[config.mk]
export PLATFORM = sky130hd
export DESIGN_NAME = debug_port_arbiter
export DESIGN_NICKNAME = d
export VERILOG_FILES = /design/src/rtl/debug_port_arbiter_pkg.sv /design/src/rtl/debug_port_rsp_pipe.sv /design/src/rtl/debug_port_arbiter.sv
export SDC_FILE = /design/constraint.sdc
export NUM_CORES = 1
export LEC_CHECK = 0
export ABC_CLOCK_PERIOD_IN_PS = 4500
export CAP_MARGIN = 20
export CORE_MARGIN = 1.5
export CORE_UTILIZATION = 31
export DETAILED_ROUTE_END_ITERATION = 7
export DONT_BUFFER_PORTS = 1
export GPL_TIMING_DRIVEN = 0
export HOLD_SLACK_MARGIN = 0.05
export PLACE_DENSITY = 0.5
export SKIP_CTS_REPAIR_TIMING = 1
export SYNTH_ARGS = -nofsm -noshare
export SYNTH_HDL_FRONTEND = slang
export SYNTH_SLANG_ARGS = --single-unit
export TNS_END_PERCENT = 1
[constraint.sdc]
create_clock -name clk -period 4.5 [get_ports clk]
set_input_delay 0.225 -clock clk [delete_from_list [all_inputs] [get_ports clk]]
set_output_delay 0.225 -clock clk [all_outputs]
set_load 0.02 [all_outputs]
[src/rtl/debug_port_arbiter_pkg.sv]
// Shared definitions for the debug read-port arbiter: requester IDs,
// arbitration FSM states and default bus widths.
package debug_port_arbiter_pkg;

  localparam int unsigned DBG_ADDR_W = 7;
  localparam int unsigned DBG_DATA_W = 32;

  localparam logic REQ_AUX = 1'b0;
  localparam logic REQ_VGA = 1'b1;

  typedef enum logic {
    VGA_PRI   = 1'b0,
    AUX_BOOST = 1'b1
  } arb_state_e;

endpackage

[src/rtl/debug_port_rsp_pipe.sv]
// Two-stage response pipeline for the shared debug read port.
// Stage 1 registers the granted address/ID onto dbg_addr; stage 2 captures
// the read data and steers a one-cycle rvalid to the winning requester.
module debug_port_rsp_pipe
  import debug_port_arbiter_pkg::*;
#(
  parameter int unsigned ADDR_W = DBG_ADDR_W,
  parameter int unsigned DATA_W = DBG_DATA_W
) (
  input  logic              clk,
  input  logic              rst_n,
  input  logic              gnt_vld,
  input  logic              gnt_id,
  input  logic [ADDR_W-1:0] gnt_addr,
  input  logic [DATA_W-1:0] cap_data,
  output logic [ADDR_W-1:0] dbg_addr,
  output logic              vga_rvalid,
  output logic [DATA_W-1:0] vga_rdata,
  output logic              aux_rvalid,
  output logic [DATA_W-1:0] aux_rdata
);

  logic [ADDR_W-1:0] dbg_addr_q,   dbg_addr_d;
  logic              s1_vld_q,     s1_vld_d;
  logic              s1_id_q,      s1_id_d;
  logic              vga_rvalid_q, vga_rvalid_d;
  logic [DATA_W-1:0] vga_rdata_q,  vga_rdata_d;
  logic              aux_rvalid_q, aux_rvalid_d;
  logic [DATA_W-1:0] aux_rdata_q,  aux_rdata_d;

  // Next-state: address holds when idle, rdata holds while rvalid is low.
  always_comb begin
    dbg_addr_d   = gnt_vld ? gnt_addr : dbg_addr_q;
    s1_vld_d     = gnt_vld;
    s1_id_d      = gnt_vld ? gnt_id : s1_id_q;
    vga_rvalid_d = s1_vld_q && (s1_id_q == REQ_VGA);
    aux_rvalid_d = s1_vld_q && (s1_id_q == REQ_AUX);
    vga_rdata_d  = vga_rvalid_d ? cap_data : vga_rdata_q;
    aux_rdata_d  = aux_rvalid_d ? cap_data : aux_rdata_q;
  end

  // Pipeline registers; reset drops any in-flight response.
  always_ff @(posedge clk or negedge rst_n) begin
    if (!rst_n) begin
      dbg_addr_q   <= '0;
      s1_vld_q     <= 1'b0;
      s1_id_q      <= REQ_AUX;
      vga_rvalid_q <= 1'b0;
      vga_rdata_q  <= '0;
      aux_rvalid_q <= 1'b0;
      aux_rdata_q  <= '0;
    end else begin
      dbg_addr_q   <= dbg_addr_d;
      s1_vld_q     <= s1_vld_d;
      s1_id_q      <= s1_id_d;
      vga_rvalid_q <= vga_rvalid_d;
      vga_rdata_q  <= vga_rdata_d;
      aux_rvalid_q <= aux_rvalid_d;
      aux_rdata_q  <= aux_rdata_d;
    end
  end

  assign dbg_addr   = dbg_addr_q;
  assign vga_rvalid = vga_rvalid_q;
  assign vga_rdata  = vga_rdata_q;
  assign aux_rvalid = aux_rvalid_q;
  assign aux_rdata  = aux_rdata_q;

endmodule

[src/rtl/debug_port_arbiter.sv]
// Arbiter sharing the datapath debug read port between the VGA overlay
// (priority, burst lock) and an auxiliary probe (bounded starvation).
// Optional statistics counters: define DEBUG_PORT_ARB_STATS_EN.
module debug_port_arbiter
  import debug_port_arbiter_pkg::*;
#(
  parameter int unsigned       ADDR_W     = DBG_ADDR_W,
  parameter int unsigned       DATA_W     = DBG_DATA_W,
  parameter int unsigned       MAX_WAIT   = 16,
  parameter logic [ADDR_W-1:0] STATS_ADDR = ADDR_W'(7'h7F)
) (
  input  logic              clk,
  input  logic              rst_n,
  input  logic              vga_req,
  input  logic              vga_lock,
  input  logic [ADDR_W-1:0] vga_addr,
  output logic              vga_gnt,
  output logic              vga_rvalid,
  output logic [DATA_W-1:0] vga_rdata,
  input  logic              aux_req,
  input  logic [ADDR_W-1:0] aux_addr,
  output logic              aux_gnt,
  output logic              aux_rvalid,
  output logic [DATA_W-1:0] aux_rdata,
  output logic [ADDR_W-1:0] dbg_addr,
  input  logic [DATA_W-1:0] dbg_data
);

  localparam logic [7:0] MAX_WAIT_C = 8'(MAX_WAIT);

  arb_state_e  state_q, state_d;
  logic [7:0]  wait_cnt_q, wait_cnt_d;
  logic        vga_gnt_c, aux_gnt_c;
  logic        gnt_vld;
  logic        gnt_id;
  logic [ADDR_W-1:0] gnt_addr;
  logic [DATA_W-1:0] cap_data;

  // Grant decode: VGA first normally, aux first when boosted; lock blocks aux.
  always_comb begin
    vga_gnt_c = 1'b0;
    aux_gnt_c = 1'b0;
    unique case (state_q)
      VGA_PRI: begin
        if (vga_req)                    vga_gnt_c = 1'b1;
        else if (aux_req && !vga_lock)  aux_gnt_c = 1'b1;
      end
      AUX_BOOST: begin
        if (aux_req && !vga_lock)       aux_gnt_c = 1'b1;
        else if (vga_req)               vga_gnt_c = 1'b1;
      end
      default: ;
    endcase
  end

  // FSM and saturating aux wait counter next-state.
  always_comb begin
    state_d    = state_q;
    wait_cnt_d = wait_cnt_q;
    unique case (state_q)
      VGA_PRI: begin
        if (aux_req && !aux_gnt_c) begin
          wait_cnt_d = (wait_cnt_q == 8'hFF) ? wait_cnt_q : wait_cnt_q + 8'd1;
          if (wait_cnt_q >= MAX_WAIT_C) state_d = AUX_BOOST;
        end else begin
          wait_cnt_d = '0;
        end
      end
      AUX_BOOST: begin
        if (aux_gnt_c || !aux_req) begin
          wait_cnt_d = '0;
          state_d    = VGA_PRI;
        end
      end
      default: state_d = VGA_PRI;
    endcase
  end

  // Arbitration state registers.
  always_ff @(posedge clk or negedge rst_n) begin
    if (!rst_n) begin
      state_q    <= VGA_PRI;
      wait_cnt_q <= '0;
    end else begin
      state_q    <= state_d;
      wait_cnt_q <= wait_cnt_d;
    end
  end

  assign vga_gnt  = vga_gnt_c;
  assign aux_gnt  = aux_gnt_c;
  assign gnt_vld  = vga_gnt_c || aux_gnt_c;
  assign gnt_id   = vga_gnt_c ? REQ_VGA : REQ_AUX;
  assign gnt_addr = vga_gnt_c ? vga_addr : aux_addr;

`ifdef DEBUG_PORT_ARB_STATS_EN
  logic [15:0]       vga_gnt_cnt_q, vga_gnt_cnt_d;
  logic [15:0]       aux_gnt_cnt_q, aux_gnt_cnt_d;
  logic [DATA_W-1:0] stats_snap_q,  stats_snap_d;

  // Grant counters; the snapshot is taken at grant time so a stats read
  // reports only grants from earlier cycles, not itself.
  always_comb begin
    vga_gnt_cnt_d = vga_gnt_c ? vga_gnt_cnt_q + 16'd1 : vga_gnt_cnt_q;
    aux_gnt_cnt_d = aux_gnt_c ? aux_gnt_cnt_q + 16'd1 : aux_gnt_cnt_q;
    stats_snap_d  = gnt_vld ? DATA_W'({vga_gnt_cnt_q, aux_gnt_cnt_q}) : stats_snap_q;
  end

  // Statistics registers.
  always_ff @(posedge clk or negedge rst_n) begin
    if (!rst_n) begin
      vga_gnt_cnt_q <= '0;
      aux_gnt_cnt_q <= '0;
      stats_snap_q  <= '0;
    end else begin
      vga_gnt_cnt_q <= vga_gnt_cnt_d;
      aux_gnt_cnt_q <= aux_gnt_cnt_d;
      stats_snap_q  <= stats_snap_d;
    end
  end

  assign cap_data = (dbg_addr == STATS_ADDR) ? stats_snap_q : dbg_data;
`else
  logic unused_stats_addr;
  assign unused_stats_addr = ^STATS_ADDR;
  assign cap_data = dbg_data;
`endif

  debug_port_rsp_pipe #(
    .ADDR_W (ADDR_W),
    .DATA_W (DATA_W)
  ) u_rsp_pipe (
    .clk        (clk),
    .rst_n      (rst_n),
    .gnt_vld    (gnt_vld),
    .gnt_id     (gnt_id),
    .gnt_addr   (gnt_addr),
    .cap_data   (cap_data),
    .dbg_addr   (dbg_addr),
    .vga_rvalid (vga_rvalid),
    .vga_rdata  (vga_rdata),
    .aux_rvalid (aux_rvalid),
    .aux_rdata  (aux_rdata)
  );

endmodule
======== Yosys cells after proc, flatten, opt, wreduce, memory -nomap -nowiden ========
Cells that the tools add are included.
operators by class
  bitwise gates (word level) .............. 2
  add/sub/neg operators ................... 1
  $lt $le $gt $ge ......................... 1
  reduce and logical (&&, ||, !) cells .... 10
  equality and inequality tests ........... 3
  multiplexer cells ....................... 16
operators by type and width
  cell                 count
  $mux 8               3
  $pmux 8 s2           1
  $add 8x1->8 const B  1
  $eq 8x8->1 const B   1
  $ge 8x5->1 const B   1
  $mux 1               8
  $mux 7               1
  $pmux 1 s2           3
  $logic_and 1x1->1    4
  $logic_not 1->1      3
  $ne 3x3->1 const B   1
  $logic_or 1x1->1     2
  $ne 2x1->1 const B   1
  $not 1->1            2
  $reduce_and 2->1     1
storage, ports and cells
  register bits ........................... 84
  bits of input ports ..................... 51
  logic and storage cells ................. 42
  output and inout port bits .............. 75

======== Longest topological paths before layout ========
  depth in word-level cells ............... 9
  gate-level depth with buffers ........... 5
  gate-level depth less buffers ........... 4

======== By module ========
A second synthesis with hierarchy kept.
unflattened totals
  cells, all modules ...................... 225
  area, all modules ....................... 3547.2 sq um
by module, submodules not included
  module               times used  area an instance (sq um)  seq. area each (sq um)  cells each
  debug_port_rsp_pipe  1           2925.3                    1876.8                  158
  debug_port_arbiter   1           621.8                     225.2                   67

======== Least setup slack after synthesis ========
No wires, ideal clock.
  kind .................................... reg-to-reg
  start ................................... register wait_cnt_q[0]
  end ..................................... register wait_cnt_q[7]
  library setup time ...................... 0.130 ns
  buffers on the path ..................... 1
  slack ................................... 3.023 ns
  period minus slack after synthesis ...... 1.477 ns
  data required time ...................... 4.370 ns
  stages on the path, launching flop included .. 6
  arrival ................................. 1.347 ns
  cells stage by stage .................... dfrtp_1 -> ha_1 -> and4_1 -> buf_6 -> nor4b_1 -> nor3b_1
on the way
  word-level cells in the longest chain between the ends .. 4
  elaborated cells on any way between the ends .. 7
  those cells by class .................... 1 x add/sub; 2 x eq/ne; 3 x mux; 1 x reduce/logical
ends and longest elaborated chain
  what                    RTL line                  text
  from (decl)             debug_port_arbiter.sv:32  logic [7:0] wait_cnt_q, wait_cnt_d;
  from (signal assigned)  debug_port_arbiter.sv:86  wait_cnt_q <= wait_cnt_d;
  $add 8x1->8             debug_port_arbiter.sv:63  wait_cnt_d = (wait_cnt_q == 8'hFF) ? wait_cnt_q : wait_cnt_q + 8'd1;
  $mux 8                  debug_port_arbiter.sv:63
  $mux 8                  debug_port_arbiter.sv:62  if (aux_req && !aux_gnt_c) begin
  $pmux 8 s2              debug_port_arbiter.sv:60  unique case (state_q)
Several ways; a longest one is shown, not always the timed one. The select of a mux whose other input is x is not followed.
A chain may end at the register's enable or synchronous reset.

======== Worst setup path in the final report ========
  start ................................... register state_q
  end ..................................... output aux_gnt
on the way
  word-level cells in the longest chain between the ends .. 2
ends and longest elaborated chain
  what                    RTL line                  text
  from (decl)             debug_port_arbiter.sv:31  arb_state_e state_q, state_d;
  from (signal assigned)  debug_port_arbiter.sv:85  state_q <= state_d;
  $not 1->1               -
  $pmux 1 s2 *            debug_port_arbiter.sv:43  unique case (state_q)
  to (decl)               debug_port_arbiter.sv:22  output logic aux_gnt,
Mark *: on every way between the ends. The rest lies on a longest branch, timed or not.

==> metrics.txt <==
part of the cycle the worst path needs 37.2%; Die Span X 110 um; row cnt 38; status complete, no violations; worst path arrival time 1450 ps; post-synth design cell area 3550 um2; fmax 598 MHz; fill cell total of the finished layout 1029; root cell of the clock tree sky130_fd_sc_hd__clkbuf_16; Max Slew Vio Count 0; antenna fix cells 0; Post-Syn Nets 307; Worst Setup Path Type reg -> out; leading cell type in the layout, fill and taps excluded sky130_fd_sc_hd__dfrtp_1; Worst Path Required 4280 ps; cell count after synthesis 254; Setup-failing EPs final 0; deepest level of the CTS H-tree 3; first-pass GRT wire length 11500 um; number of global-route vias before repair 2238; number of antenna violations at the first check in global routing 0; total DRC errors in the routed layout 0; average wire length per cell after detail routing 17.2 um; number of vias per cell after detailed routing 4.94; clock sinks 84; GR Util All Layers 13.1%; first-iteration detailed-routing DRC count 95; flip-flop and latch count after synthesis 84; area of the core 11000 um2; number of distinct library cells after synthesis 36; overall via count from detail_route 2194; die footprint 12100 um2; CTS buffer count 9; final period demand of the worst path 1670 ps; share of cells above drive strength 1 33.6%; slowest cell on the critical path sky130_fd_sc_hd__nor2_1; Max VDD drop 0.232 mV; Starting Density 32.3%; remaining max-slew budget at the tightest pin 59.1%; unrepaired setup endpoints after global routing no; CP endpoint kind output port; Worst-Skew Late Latency 340 ps; Clock Skew 6.53 ps; Leak Pwr 1.86 nW; cell-by-cell trace of the critical path buf_2, nor2b_2, buf_4, nor2_1; cell area power density 485 nW/um2; P&R area growth vs syn 23.9%; Setup TNS 0 ps; nature of the critical path startpoint flop; Final Net Count 352; vertical die dimension 110 um; gr ovfl total 0; Yosys warning count 0; Min-Delay Path Depth 2; CTS clk-pin slew, worst paths 60 ps; actual transition at the worst max-transition pin 613 ps; Multi-input gate area 1300 um2; half-perimeter wire length after detailed placement 5130 um; final weighted congestion in routability-driven placement 0.732; overall power 2.13 mW; area used by sequential logic in the layout 2100 um2; I/O Buffers 0; Top-Level Pins 126; Worst Path Max Fanout 10; final antenna-violating net count 0; detailed-routing iteration count for the pre-antenna-repair pass 4; biggest cell delay along the critical path 330 ps; final routed wirelength across all metal layers 7660 um; Max-cap violations 0; average size of a mapped cell 14.0 um2; depth of the worst register-to-register path 5; portion of the post-synthesis area used by sequential elements 59.3%; CTS tree built; Final Hold Violating Endpoints 0; largest buffer count on any clock path 2; most frequent cells in the layout sky130_fd_sc_hd__dfrtp_1 (84), sky130_fd_sc_hd__mux2_2 (61), sky130_fd_sc_hd__dlygate4sd3_1 (33); pin count of the biggest net entering global routing 85; class of the most critical hold timing path in -> reg
-- cell usage after synthesis, drive strengths merged --
| cell | count | area share [%] |
|---|---|---|
| and3b | 1 | 0.25 |
| mux2i | 4 | 1.1 |
| dfrtp | 84 | 59 |
| nor4b | 2 | 0.92 |
| nand3b | 3 | 0.99 |
| nor2b | 2 | 0.42 |
| a21oi | 5 | 0.81 |
| a31oi | 1 | 0.18 |
| mux2 | 64 | 20 |
| inv | 9 | 0.95 |
| clkbuf | 1 | 0.11 |
| nor3 | 3 | 0.42 |
| and4b | 1 | 0.28 |
| nand4b | 1 | 0.25 |
| o21ai | 2 | 0.39 |
| and3 | 1 | 0.32 |
| o211ai | 15 | 3.2 |
| nand2b | 3 | 0.53 |
| a211oi | 3 | 1.1 |
| buf | 16 | 3.0 |
| nor2 | 3 | 0.32 |
| nand3 | 22 | 3.1 |
| nand4 | 1 | 0.18 |
| ha | 2 | 0.71 |
| nor3b | 1 | 0.21 |
| nand2 | 2 | 0.21 |
| and4 | 1 | 0.25 |
| o21bai | 1 | 0.21 |
-- flip-flops by register name, indices dropped and copies added, names as in the netlist --
register               flops
u_rsp_pipe.aux_rdata      32
u_rsp_pipe.vga_rdata      32
wait_cnt_q                 8
u_rsp_pipe.dbg_addr        7
state_q                    1
u_rsp_pipe.aux_rvalid      1
u_rsp_pipe.s1_id_q         1
u_rsp_pipe.s1_vld_q        1
u_rsp_pipe.vga_rvalid      1
-- worst max-delay path: cells and delay by family (launching register included) --
| family | cells | cell delay [ps] |
|---|---|---|
| DFF | 1 | 320 |
| and+or+nand+nor | 2 | 410 |
| buffers and inverters | 2 | 390 |
-- per-layer routing --
metal	global-route usage, %	share of wire, %	vias up
li1	-	-	1002
met1	15.3	42	1092
met2	20.1	48	90
met3	5.39	7.7	10
met4	7.88	2.2	0
met5	0	0	-
-- cell families (layout without fill, tap and decap cells) --
group	count (synthesis)	after routing	synth area share, %
buffers and inverters	26	76	4.09
AND/OR/NAND/NOR	47	47	8.65
multiplexers	68	68	21.5
flip-flops	84	84	59.3
adder cells (fa/ha/maj)	2	2	0.706
AO/OA/AOI/OAI	27	27	5.82
-- metrics by stage --
stage | worst slack [ps] | area (um2) | utilization [%] | hold slack, ps | instances
5_1_grt | 2740 | 4390 | 40.0 | 55.6 | 444
4_1_cts | 2800 | 4040 | 36.7 | -444 | 410
2_1_floorplan | 3020 | 3550 | - | -70.6 | 254
3_5_place_dp | 2910 | 3720 | 33.9 | -67.7 | 394
3_3_place_gp | 2900 | 3720 | 33.9 | -68.8 | 394
6_report | 2830 | 4390 | 40.0 | 50.5 | 444
-- area by class of cell --
class                   instances  area share, %
clock inverters                 3          0.997
flip-flops and latches         84           47.8
clock buffers                  13           6.15
inverters                       9          0.769
multi-input cells             144           29.6
plain buffers                  17           2.53
repair buffers                 34           8.15
well taps                     140           3.99
-- path summary, 6_finish.rpt --
kind | start | to | slack, ps
max | state_q$_DFF_PN0_ | aux_gnt | 2830
min | vga_addr[5] | u_rsp_pipe.dbg_addr[5]$_DFFE_PN0P_ | 50
max reg2reg | wait_cnt_q[0]$_DFFE_PN0P_ | wait_cnt_q[7]$_DFFE_PN0P_ | 2900
min reg2reg | wait_cnt_q[6]$_DFFE_PN0P_ | wait_cnt_q[6]$_DFFE_PN0P_ | 550
max in group asynchronous | rst_n | u_rsp_pipe.vga_rdata[10]$_DFFE_PN0P_ | 3730
min in group asynchronous | rst_n | u_rsp_pipe.dbg_addr[2]$_DFFE_PN0P_ | 450
-- report_power, final --
group / switching [mW] / internal, mW / leakage [nW]
sequential: 0.260 / 0.888 / 1.00
combinational: 0.0869 / 0.133 / 0.706
clock: 0.287 / 0.475 / 0.156
total: 0.634 / 1.50 / 1.86
(Power assumes the default switching activity.)
